==> config.mk <==
export PLATFORM = sky130hd
export DESIGN_NAME = uart_tx_core
export DESIGN_NICKNAME = d
export VERILOG_FILES = /design/src/rtl/uart_tx_core.sv
export SDC_FILE = /design/constraint.sdc
export NUM_CORES = 1
export LEC_CHECK = 0
export BUFFER_PORTS_ARGS = -buffer_cell sky130_fd_sc_hd__clkbuf_2
export CAP_MARGIN = 20
export CORE_MARGIN = 2
export CORE_UTILIZATION = 29
export DETAILED_ROUTE_END_ITERATION = 6
export GPL_TIMING_DRIVEN = 0
export HOLD_SLACK_MARGIN = 0.06
export PLACE_DENSITY = 0.51
export SYNTH_ARGS = -nofsm -noshare
export SYNTH_HDL_FRONTEND = slang
export SYNTH_SLANG_ARGS = --single-unit
==> constraint.sdc <==
create_clock -name clk -period 4.4 [get_ports clk]
set_input_delay 1.32 -clock clk [delete_from_list [all_inputs] [get_ports clk]]
set_output_delay 1.32 -clock clk [all_outputs]
set_load 0.005 [all_outputs]
==> src/rtl/uart_tx_core.sv <==
// 8N1 UART transmitter with a small transmit FIFO.
// The serial line is registered and changes together with the frame FSM state.

module uart_tx_fifo #(
  parameter int DEPTH = 4,
  parameter int LW    = 3
) (
  input  logic          clk,
  input  logic          resetn,
  input  logic          push,
  input  logic [7:0]    din,
  input  logic          pop,
  output logic [7:0]    dout,
  output logic [LW-1:0] level
);
  localparam int PW = $clog2(DEPTH);

  logic [7:0]    mem [DEPTH];
  logic [PW-1:0] wr_ptr, rd_ptr;

  // Pointers wrap naturally because DEPTH is a power of two.
  always_ff @(posedge clk or negedge resetn) begin
    if (!resetn) begin
      wr_ptr <= '0;
      rd_ptr <= '0;
      level  <= '0;
    end else begin
      if (push) wr_ptr <= wr_ptr + 1'b1;
      if (pop)  rd_ptr <= rd_ptr + 1'b1;
      case ({push, pop})
        2'b10:   level <= level + 1'b1;
        2'b01:   level <= level - 1'b1;
        default: ;
      endcase
    end
  end

  // Storage is flushed logically by the pointer reset; contents need no reset.
  always_ff @(posedge clk) begin
    if (push) mem[wr_ptr] <= din;
  end

  assign dout = mem[rd_ptr];
endmodule

module uart_tx_core #(
  parameter int CLK_HZ     = 50000000,
  parameter int BAUDRATE   = 2000000,
  parameter int FIFO_DEPTH = 4
) (
  input  logic                        clk,
  input  logic                        resetn,
  input  logic [7:0]                  tx_data,
  input  logic                        tx_valid,
  output logic                        tx_ready,
  output logic                        uart_tx,
  output logic                        busy,
  output logic [$clog2(FIFO_DEPTH):0] fifo_level
);
  localparam int DIV = CLK_HZ / BAUDRATE;
  localparam int CW  = (DIV < 2) ? 1 : $clog2(DIV);
  localparam int LW  = $clog2(FIFO_DEPTH) + 1;
  localparam logic [CW-1:0] BAUD_LAST = CW'(DIV - 1);
  localparam logic [LW-1:0] FULL_LVL  = LW'(FIFO_DEPTH);

  generate
    if (DIV < 2) begin : g_div_chk
      $error("uart_tx_core: CLK_HZ/BAUDRATE must be at least 2");
    end
    if (FIFO_DEPTH < 2 || (FIFO_DEPTH & (FIFO_DEPTH - 1)) != 0) begin : g_depth_chk
      $error("uart_tx_core: FIFO_DEPTH must be a power of two, at least 2");
    end
  endgenerate

  typedef enum logic [1:0] {IDLE, START, DATA, STOP} state_t;

  state_t        state;
  logic [CW-1:0] baud_cnt;
  logic [2:0]    bit_cnt;
  logic [7:0]    shreg;
  logic [7:0]    head;
  logic          push, pop, baud_end, fifo_empty;

  assign fifo_empty = (fifo_level == '0);
  assign tx_ready   = (fifo_level < FULL_LVL);
  assign push       = tx_valid && tx_ready;
  assign baud_end   = (baud_cnt == BAUD_LAST);
  // Pop only from registered level, so a byte pushed this cycle is never bypassed.
  assign pop        = !fifo_empty && ((state == IDLE) || (state == STOP && baud_end));
  assign busy       = (state != IDLE) || !fifo_empty;

  uart_tx_fifo #(
    .DEPTH (FIFO_DEPTH),
    .LW    (LW)
  ) u_fifo (
    .clk    (clk),
    .resetn (resetn),
    .push   (push),
    .din    (tx_data),
    .pop    (pop),
    .dout   (head),
    .level  (fifo_level)
  );

  always_ff @(posedge clk or negedge resetn) begin
    if (!resetn) begin
      state    <= IDLE;
      baud_cnt <= '0;
      bit_cnt  <= '0;
      shreg    <= '0;
      uart_tx  <= 1'b1;
    end else begin
      case (state)
        IDLE: begin
          baud_cnt <= '0;
          bit_cnt  <= '0;
          if (pop) begin
            shreg   <= head;
            uart_tx <= 1'b0;
            state   <= START;
          end
        end
        START: begin
          if (baud_end) begin
            baud_cnt <= '0;
            uart_tx  <= shreg[0];
            shreg    <= {1'b0, shreg[7:1]};
            state    <= DATA;
          end else begin
            baud_cnt <= baud_cnt + 1'b1;
          end
        end
        DATA: begin
          if (baud_end) begin
            baud_cnt <= '0;
            if (bit_cnt == 3'd7) begin
              bit_cnt <= '0;
              uart_tx <= 1'b1;
              state   <= STOP;
            end else begin
              bit_cnt <= bit_cnt + 1'b1;
              uart_tx <= shreg[0];
              shreg   <= {1'b0, shreg[7:1]};
            end
          end else begin
            baud_cnt <= baud_cnt + 1'b1;
          end
        end
        STOP: begin
          if (baud_end) begin
            baud_cnt <= '0;
            // Chain straight into the next start bit when more data is queued.
            if (pop) begin
              shreg   <= head;
              uart_tx <= 1'b0;
              state   <= START;
            end else begin
              state   <= IDLE;
            end
          end else begin
            baud_cnt <= baud_cnt + 1'b1;
          end
        end
        default: begin
          state   <= IDLE;
          uart_tx <= 1'b1;
        end
      endcase
    end
  end
endmodule

==> metrics.cfg <==
[die]
ios = 17
die-area_mm2 = 0.009968
core_area_mm2 = 0.008806
die_h_um = 99.84
start_util = 0.3025
die-width_um = 99.84
rows = 34

[global_routing]
grt_pass1_wl_um = 7762
grt_max_degree = 27
grt_pass1_vias = 1540
grt_usage = 0.1002
overflow = 0
antenna_found_initial = 0

[timing]
finalMaxSlewViolations = 0
period_share = 0.7044
setup_viol = 0
max_freq_ghz = 0.3227
setup_slack_ns = 1.301
fin_skew_ns = 0.008008
setup-tns-final_ns = 0
rsz0062_at_grt = no
min_period_ns = 3.099
hold_viol = 0
worst_slew_pin_slew_ns = 0.8613
max_slew_margin = 0.4214

[clocking]
cts_buffers = 9
cts_max_path_buffers = 2
cts_resized = 0
tritoncts = done
insertion_delay_ns = 0.33
clkTransAtPathRegs_ns = 0.06
postCtsSetupBuffers = 0
cts_sinks = 58
root_buffer = clkbuf_8
postCtsHoldBufs = 0
h-tree-depth = 3

[hold_path]
holdPathStages = 1
hold_path.class = reg -> reg

[job]
maxCapViolations = 0

[yosys]
async_reset_ff_frac = 0.4483
synthFlopType = edfxtp_1
ys_warn_count = 0
yosys.area.top_type = edfxtp_1
syn_nets = 210
synth_edf_count = 32
synthDistinctLibCells = 35
synthesis.area_mm2 = 0.002664
yosysTopAreaCellShare = 0.3607
synth_area_per_cell_um2 = 14.40
yosys_register_bits = 58
ys_seq_area_frac = 0.6054
synthCells = 185
ys_top_cells_by_area = edfxtp_1, dfrtp_1, mux2_2, mux4_2, ha_1

[worst_setup_path]
critPathLaunchType = flop
cp.required_ns = 3.08
arrival_ns = 1.78
r2r_start = baud_cnt[0]$_DFF_PN0_
r2r_cells = 12
rrSetupSlack_ns = 1.86
r2r-end = u_fifo.level[2]$_DFFE_PN0P_
endpoint = busy
end_kind = output port
path_class = reg -> out
crit_fanout = 6
crit_path_start = u_fifo.level[0]$_DFFE_PN0P_

[routing]
first_iter_violations = 51
drt_first_pass_iters = 2
ant_nets = 0
finalWirelength_um = 4482
drc = 0
vias = 1449
avgViaCountPerCell = 4.458
wire_per_inst_um = 13.79

[place]
gp_congestion = 0.7632
io_buffers = 16
place_ws_ns = 1.533
dp_hpwl_um = 3018

[power]
ir_drop_v = 0.0003488
p_per_area_mw_per_mm2 = 686.4
power_mw = 2.087
power_leakage_nw = 1.209

[cells_and_area]
antenna_cells = 0
post_route_cells_drive_above_1_share = 0.2765
area_growth_pct = 14.14
final_nets = 237
n_fill_cell = 856

[outcome]
outcome = finished clean

## worst min-delay path by stage
stage	startpoint	to	slack, ns
finish	baud_cnt[0]$_DFF_PN0_	baud_cnt[0]$_DFF_PN0_	0.49
global route	baud_cnt[0]$_DFF_PN0_	baud_cnt[0]$_DFF_PN0_	0.51
CTS	baud_cnt[0]$_DFF_PN0_	baud_cnt[0]$_DFF_PN0_	0.48
detailed placement	baud_cnt[0]$_DFF_PN0_	baud_cnt[0]$_DFF_PN0_	0.48
global placement	shreg[5]$_DFFE_PN0P_	shreg[5]$_DFFE_PN0P_	0.48
floorplan	baud_cnt[0]$_DFF_PN0_	baud_cnt[0]$_DFF_PN0_	0.45
## per-stage QoR
step	util	instance area, µm²	hold WS (ns)	instances
finish	0.3453	3040	0.4854	325
global route	0.3453	3040	0.5071	325
CTS	0.3453	3040	0.4849	325
detailed placement	0.3269	2879	0.4763	309
global placement	0.3269	2879	0.4843	309
floorplan	-	2664	0.4514	185
## report_power, final
part	internal, mW	leakage, nW	switching (mW)	total, mW
sequential	0.732	0.612	0.0822	0.815
combinational	0.440	0.517	0.425	0.865
clock	0.199	0.0795	0.209	0.408
## worst max-delay path, stage by stage, from the launching register on
cell and delay (ns):
dfrtp_1 0.42, nor3_1 0.71, nand2_1 0.17, clkbuf_2 0.15
## synthesized netlist by cell type (2+ instances only)
cell type and number:
nand2_1 16, xor2_1 4, o211ai_1 2, nor3_1 3, edfxtp_1 32, a21oi_1 3
mux4_2 8, nor2_1 7, ha_1 13, xnor2_1 4, and2_1 4, a22oi_1 2
mux2_2 16, o21ai_0 6, dfrtp_1 25, a22o_1 2, nor2b_1 4, clkbuf_1 5
inv_1 13
## state kept, by name (all words and copies together), names as in the netlist
register	cells
u_fifo.mem	32
shreg	8
baud_cnt	5
bit_cnt	3
u_fifo.level	3
state	2
u_fifo.rd_ptr	2
u_fifo.wr_ptr	2
uart_tx	1
## placed cells by master, fill, tap and decap left out, types with 2 or more instances in the layout
master	Yosys	final
mux2_2	16	16
mux4_2	8	8
xnor2_1	4	4
xor2_1	4	4
a22oi_1	2	2
ha_1	13	13
clkbuf_8	0	9
nor3_1	3	3
clkbuf_1	5	6
a22o_1	2	2
edfxtp_1	32	32
and2_1	4	4
clkbuf_2	0	16
nor2_1	7	7
clkinv_2	0	3
nor2b_1	4	4
a21oi_1	3	3
clkinvlp_4	0	2
nand2_1	16	16
o211ai_1	2	2
inv_1	13	13
o21ai_0	6	6
dfrtp_1	25	25
## area by class of cell
cell class,count,area (µm²),area share
clock buffer,10,127.6,0.04198
clock inverter,6,33.78,0.01111
multi-input combinational,107,967.2,0.3181
sequential,58,1613,0.5305
timing repair buffer,16,80.08,0.02634
inverter,13,48.80,0.01605
buffer,7,35.03,0.01152
tap,108,135.1,0.04444
## cell families (layout without fill, tap and decap cells)
family	after synthesis	after routing	share of synthesized area
AO/OA/AOI/OAI	21	21	0.05730
flip-flops	58	58	0.6054
adder cells (fa/ha/maj)	14	14	0.06858
buffers and inverters	20	52	0.03147
XOR/XNOR	8	8	0.02630
multiplexers	24	24	0.1353
AND/OR/NAND/NOR	40	40	0.07562
## routing by layer
layer  up-vias  GRT usage  wire length [µm]
met1       705     0.1321              2182
met4         0    0.04742                74
met5         -          0                 0
met2        17     0.1570              2133
li1        720          -                 -
met3         7    0.02298                91
Note: power is estimated with default switching activity, not from simulation.
